--- src/rtl/lift_call_scheduler.sv ---
// Latches floor calls and paces the lift controller one floor per step pulse, dwelling at served floors.
// Optional move watchdog: define LIFT_SCHED_WATCHDOG_EN.
module lift_call_scheduler #(
  parameter int unsigned NUM_FLOORS   = 5,
  parameter int unsigned FLOOR_W      = 3,
  parameter int unsigned DWELL_CYCLES = 3,
  parameter int unsigned MOVE_TIMEOUT = 4
) (
  input  logic                  clk,
  input  logic                  rst,
  input  logic [NUM_FLOORS-1:0] call_req,
  input  logic [FLOOR_W-1:0]    current_floor,
  output logic                  up_signal,
  output logic                  down_signal,
  output logic                  door_open,
  output logic                  moving_dir,
  output logic [NUM_FLOORS-1:0] pending,
  output logic                  busy,
  output logic                  fault
);

  localparam int unsigned DwellW = $clog2(DWELL_CYCLES + 1);
  localparam logic [DwellW-1:0] DwellLast = DwellW'(DWELL_CYCLES - 1);

  if (DWELL_CYCLES < 1 || MOVE_TIMEOUT < 1) begin : gen_param_check
    $error("lift_call_scheduler: DWELL_CYCLES and MOVE_TIMEOUT must be at least 1");
  end

  typedef enum logic [2:0] {
    StIdle,
    StStepUp,
    StStepDn,
    StSettle,
    StDwell
`ifdef LIFT_SCHED_WATCHDOG_EN
    , StFault
`endif
  } state_e;

  state_e                state_q, state_d, decision;
  logic [NUM_FLOORS-1:0] pending_q, floor_hot, clear_mask;
  logic [DwellW-1:0]     dwell_q;
  logic                  up_q, dn_q, door_q, dir_q, busy_q;
  logic                  hit, above, below;
  int unsigned           cf;

`ifdef LIFT_SCHED_WATCHDOG_EN
  localparam int unsigned TmoW = $clog2(MOVE_TIMEOUT + 1);
  localparam logic [TmoW-1:0] TmoLast = TmoW'(MOVE_TIMEOUT - 1);

  logic [FLOOR_W-1:0] start_floor_q;
  logic [TmoW-1:0]    tmo_q;
  logic               fault_q;

  assign fault = fault_q;
`else
  assign fault = 1'b0;
`endif

  // An out-of-range floor sits above every floor: nothing is above, everything is below.
  always_comb begin
    cf        = 32'(current_floor);
    floor_hot = '0;
    above     = 1'b0;
    below     = 1'b0;
    for (int unsigned i = 0; i < NUM_FLOORS; i++) begin
      floor_hot[i] = (i == cf);
      above        = above | (pending_q[i] && (i > cf));
      below        = below | (pending_q[i] && (i < cf));
    end
    hit = |(pending_q & floor_hot);

    if (hit)                 decision = StDwell;
    else if (!dir_q && above) decision = StStepUp;
    else if (dir_q && below)  decision = StStepDn;
    else if (above)           decision = StStepUp;
    else if (below)           decision = StStepDn;
    else                      decision = StIdle;
  end

  always_comb begin
    state_d = state_q;
    case (state_q)
      StIdle:             state_d = decision;
      StStepUp, StStepDn: state_d = StSettle;
      StSettle: begin
`ifdef LIFT_SCHED_WATCHDOG_EN
        if (current_floor != start_floor_q) state_d = decision;
        else if (tmo_q == TmoLast)          state_d = StFault;
`else
        state_d = decision;
`endif
      end
      StDwell:            if (dwell_q == '0) state_d = decision;
`ifdef LIFT_SCHED_WATCHDOG_EN
      StFault:            state_d = StFault;
`endif
      default:            state_d = StIdle;
    endcase
  end

  // Serving clears the current floor on entry and keeps absorbing it for the whole dwell.
  assign clear_mask = (state_q == StDwell || state_d == StDwell) ? floor_hot : '0;

  always_ff @(posedge clk or negedge rst) begin
    if (!rst) begin
      state_q   <= StIdle;
      pending_q <= '0;
      dwell_q   <= '0;
      up_q      <= 1'b0;
      dn_q      <= 1'b0;
      door_q    <= 1'b0;
      dir_q     <= 1'b0;
      busy_q    <= 1'b0;
`ifdef LIFT_SCHED_WATCHDOG_EN
      start_floor_q <= '0;
      tmo_q         <= '0;
      fault_q       <= 1'b0;
`endif
    end else begin
      state_q   <= state_d;
      pending_q <= (pending_q | call_req) & ~clear_mask;
      up_q      <= (state_d == StStepUp);
      dn_q      <= (state_d == StStepDn);
      door_q    <= (state_d == StDwell);
      busy_q    <= (state_d != StIdle);
      if (state_d == StStepUp)      dir_q <= 1'b0;
      else if (state_d == StStepDn) dir_q <= 1'b1;
      if (state_d == StDwell && (state_q != StDwell || dwell_q == '0)) begin
        dwell_q <= DwellLast;
      end else if (state_q == StDwell && dwell_q != '0) begin
        dwell_q <= dwell_q - DwellW'(1);
      end
`ifdef LIFT_SCHED_WATCHDOG_EN
      fault_q <= (state_d == StFault);
      if (state_d == StStepUp || state_d == StStepDn) begin
        start_floor_q <= current_floor;
        tmo_q         <= '0;
      end else if (state_q == StSettle && state_d == StSettle) begin
        tmo_q <= tmo_q + TmoW'(1);
      end
`endif
    end
  end

  assign up_signal   = up_q;
  assign down_signal = dn_q;
  assign door_open   = door_q;
  assign moving_dir  = dir_q;
  assign pending     = pending_q;
  assign busy        = busy_q;

endmodule

--- config.mk ---
export PLATFORM = sky130hd
export DESIGN_NAME = lift_call_scheduler
export DESIGN_NICKNAME = d
export VERILOG_FILES = /design/src/rtl/lift_call_scheduler.sv
export SDC_FILE = /design/constraint.sdc
export NUM_CORES = 1
export LEC_CHECK = 0
export ABC_CLOCK_PERIOD_IN_PS = 1900
export CORE_MARGIN = 2
export CORE_UTILIZATION = 40
export DETAILED_ROUTE_END_ITERATION = 10
export PLACE_DENSITY = 0.68
export REMOVE_ABC_BUFFERS = 1
export SYNTH_ARGS = -nofsm -noshare
export SYNTH_HDL_FRONTEND = slang
export SYNTH_SLANG_ARGS = --single-unit
--- constraint.sdc ---
create_clock -name clk -period 1.9 [get_ports clk]
set_input_delay 0.38 -clock clk [delete_from_list [all_inputs] [get_ports clk]]
set_output_delay 0.38 -clock clk [all_outputs]
set_load 0.1 [all_outputs]
==> results.md <==
- Remaining global-route overflow: 0
- Sequential share of the synthesized area: 0.4673
- Tcrit/Tclk final: 0.9375
- Root Driver: clkbuf_4
- Ys Warns: 0
- Nets: 132
- Critical R2R Capture: moving_dir
- Synth Area per Inst: around 9.2 um^2
- DP HPWL: 1475 um
- FFs w/ async S/R, synth: 1.000
- Power per cell area: roughly 1400 nW/um^2
- Total inserted antenna cells: 0
- Critical path type: input port to register
- Worst clock skew: 0.01179 ns
- Final ANT Viol Nets: 0
- Max Slew Vio Count: 0
- GPL Wtd Cong: 0.8605
- CP Max Fanout: 6
- Die height: about 49 um
- Die area: ~2400 um^2
- Worst EP arrival: approximately 2.0 ns
- Io pins: 21
- Routed wire length: roughly 1900 um
- DRC violations left: 0
- Ranking of synthesized cells by area: dfrtp_1 (47%), nor2_1 (5.6%), o21ai_0 (3.7%)
- Pre-Repair DR Iteration Count: 4
- Critical Path End Type: register
- Chip Width: 48.81 um
- Worst VDD drop: between 0.8 and 0.9 mV
- Post-synth EDFFs: 0
- Gr usage total: 0.1794
- Core Box Area: between 1500 and 2000 um^2
- Status: completed
- CP Launch Type: input port
- Worst R2R Setup Slack: roughly 0.21 ns
- Flop and latch count out of synthesis: 15
- Final Util: 0.6152
- Clk_lat worst skew: 0.28 ns
- P_leak: between 0.0005 and 0.0006 uW
- Vias in the first global route: ~770
- Layout area overhead: 47.20%
- Cts hold-fix bufs: 0
- Reg2reg path depth: 5
- CP Data Required Time: 2.06 ns
- Final Hold Viols: 0
- PortBufs: 19
- H-tree Lvls: 1
- Clk sinks: 15
- Row cnt: 16
- Total power: 1597 uW
- Largest net degree at the start of global routing: 16
- Vias per cell: between 5 and 6
- Combinational share of power: 0.572
- Fillcell total: roughly 190
- Synth unique cells: 31
- Setup_tns: 0 ns
- Critical Path Source: current_floor[2]
- Total CTS buffers: 3
- Initial Util: 0.4180
- Clock power share: 0.114
- Synth area leader: dfrtp_1
- Fraction of power spent switching nets: 0.4885
- Sequential Power Share: 0.313
- Layout cells sized above 1: 0.2583
- Mapped Area: about 800 um^2
- Wire length per cell: between 10 and 15 um
- CTS tree: done
- Maxcap violations: 0
- Global-route wire length before repair: approximately 3300 um
- P_sw: 780.0 uW
- Worst reg2reg startpoint: pending[1]
- Final Setup Violations: 0
- Vias: 773
- Synth Flop Type: dfrtp_1
- P_int: 816.7 uW
- Minimum clock period: approximately 1.8 ns
- CTS max path bufs: 2
- Achievable Freq: between 500 and 600 MHz
- Yosys top cell area share: 0.4673
- Hold Crit Class: input port to asynchronous set/reset pin
- Initial antenna violation count: 0
- CP endpoint: moving_dir
- Initial DRC count: 5
- Cells after synthesis: 87
- CTS clock-pin slew for the worst setup and hold paths: approximately 0.10 ns
- RSZ-0062 raised after global routing: no
area by class of cell:
cell class / instances / area (um^2) / area share
clock buffers: 4 / 26.28 / 0.02222
multi-input cells: 62 / 377.9 / 0.3196
well taps: 27 / 33.78 / 0.02857
inverters: 6 / 22.52 / 0.01905
flip-flops and latches: 15 / 375.4 / 0.3175
repair buffers: 33 / 346.6 / 0.2931
worst min path at each step:
| stage | from | to | slack (ns) | depth (start not counted) |
|---|---|---|---|---|
| floorplan | rst | busy | 0.08 | 0 |
| global placement | dwell_q[0] | dwell_q[0] | 0.45 | 1 |
| detailed placement | dwell_q[0] | dwell_q[0] | 0.46 | 1 |
| CTS | rst | pending[1] | 0.42 | 2 |
| global route | rst | pending[1] | 0.41 | 2 |
| finish | rst | pending[1] | 0.40 | 2 |
layer usage:
layer | track usage | wire length, um | vias to the layer above
met5 | 0 | 0 | -
met4 | 0.09524 | 18 | 0
met3 | 0.04294 | 102 | 4
met2 | 0.2945 | 939 | 20
met1 | 0.2180 | 828 | 375
li1 | - | - | 374
Yosys cell counts, types with 2 or more instances:
cell type and n:
o21ai_0 6, dfrtp_1 15, o21a_1 3, nand2b_1 2
nor2_1 12, inv_1 6, nor3_1 4, a31oi_1 4
o32a_1 2, buf_4 2, nand3b_1 2, nand2_1 7
o31ai_1 2, a21oi_1 3
registers in the layout, summed over array words and instances (netlist names):
register and flops:
pending 5, state_q 3, dwell_q 2, busy 1, door_open 1, down_signal 1
moving_dir 1, up_signal 1
through the flow:
stage | std cells | setup slack [ns] | cell area [um^2] | hold slack [ns]
global route | 147 | 0.04760 | 1182 | 0.4106
global placement | 143 | -0.2784 | 1151 | 0.4511
floorplan | 83 | -0.2121 | 772.0 | 0.08441
detailed placement | 143 | -0.3275 | 1151 | 0.4584
finish | 147 | 0.1187 | 1182 | 0.4042
CTS | 147 | 0.02291 | 1176 | 0.4157
worst max-delay path, stage by stage:
cell	delay, ns
clkdlybuf4s50_1	0.52
buf_4	0.20
a211oi_2	0.27
nor2_1	0.14
and4_1	0.17
a211o_1	0.26
logic make-up (layout without fill, tap and decap cells):
| family | count (synthesis) | count (layout) | share of synthesized area |
|---|---|---|---|
| xor gates and xnor gates | 1 | 1 | 0.01091 |
| muxes | 1 | 1 | 0.01246 |
| buffers and inverters | 10 | 43 | 0.06696 |
| DFF | 15 | 15 | 0.4673 |
| adders and majority gates | 1 | 1 | 0.01557 |
| and+or+nand+nor | 30 | 30 | 0.1745 |
| AOI/OAI and AO/OA | 28 | 28 | 0.2477 |
| other | 1 | 1 | 0.004668 |
power groups by stage:
stage / Combinational (uW) / Sequential (uW) / Clock [uW]
after CTS: 916 / 499 / 188
after detailed placement: 913 / 506 / 0
after global placement: 887 / 504 / 0
after global routing: 973 / 516 / 208
final: 914 / 500 / 183
after floorplan: 301 / 807 / 0
layout by cell type (no fill, tap or decap):
master / instances
a21boi_1: 1
buf_4: 18
dlygate4sd2_1: 1
o21a_1: 3
a21oi_1: 2
a31o_2: 1
nor2_1: 12
nand3b_1: 2
a2bb2oi_1: 1
dlymetal6s2s_1: 1
nor2b_1: 1
a211o_1: 1
and4_1: 1
o21ai_0: 6
inv_1: 6
o32a_1: 2
clkbuf_1: 1
o22ai_1: 1
a31oi_1: 4
dfrtp_1: 15
a21oi_2: 2
nor3_1: 4
clkbuf_4: 3
ha_1: 1
conb_1: 1
mux2i_1: 1
o31ai_1: 2
buf_12: 6
nand2b_1: 2
a311o_1: 1
a211oi_2: 1
clkdlybuf4s50_1: 7
xor2_1: 1
nand2_1: 7
and2_1: 1
what timing repair did:
item | 4_1_cts | 5_1_grt
setup endpoints to repair | 3 | 8
resized for setup | 1 | 2
pin swaps | 0 | 0
buffers inserted | 0 | 0
(Power assumes the default switching activity.)
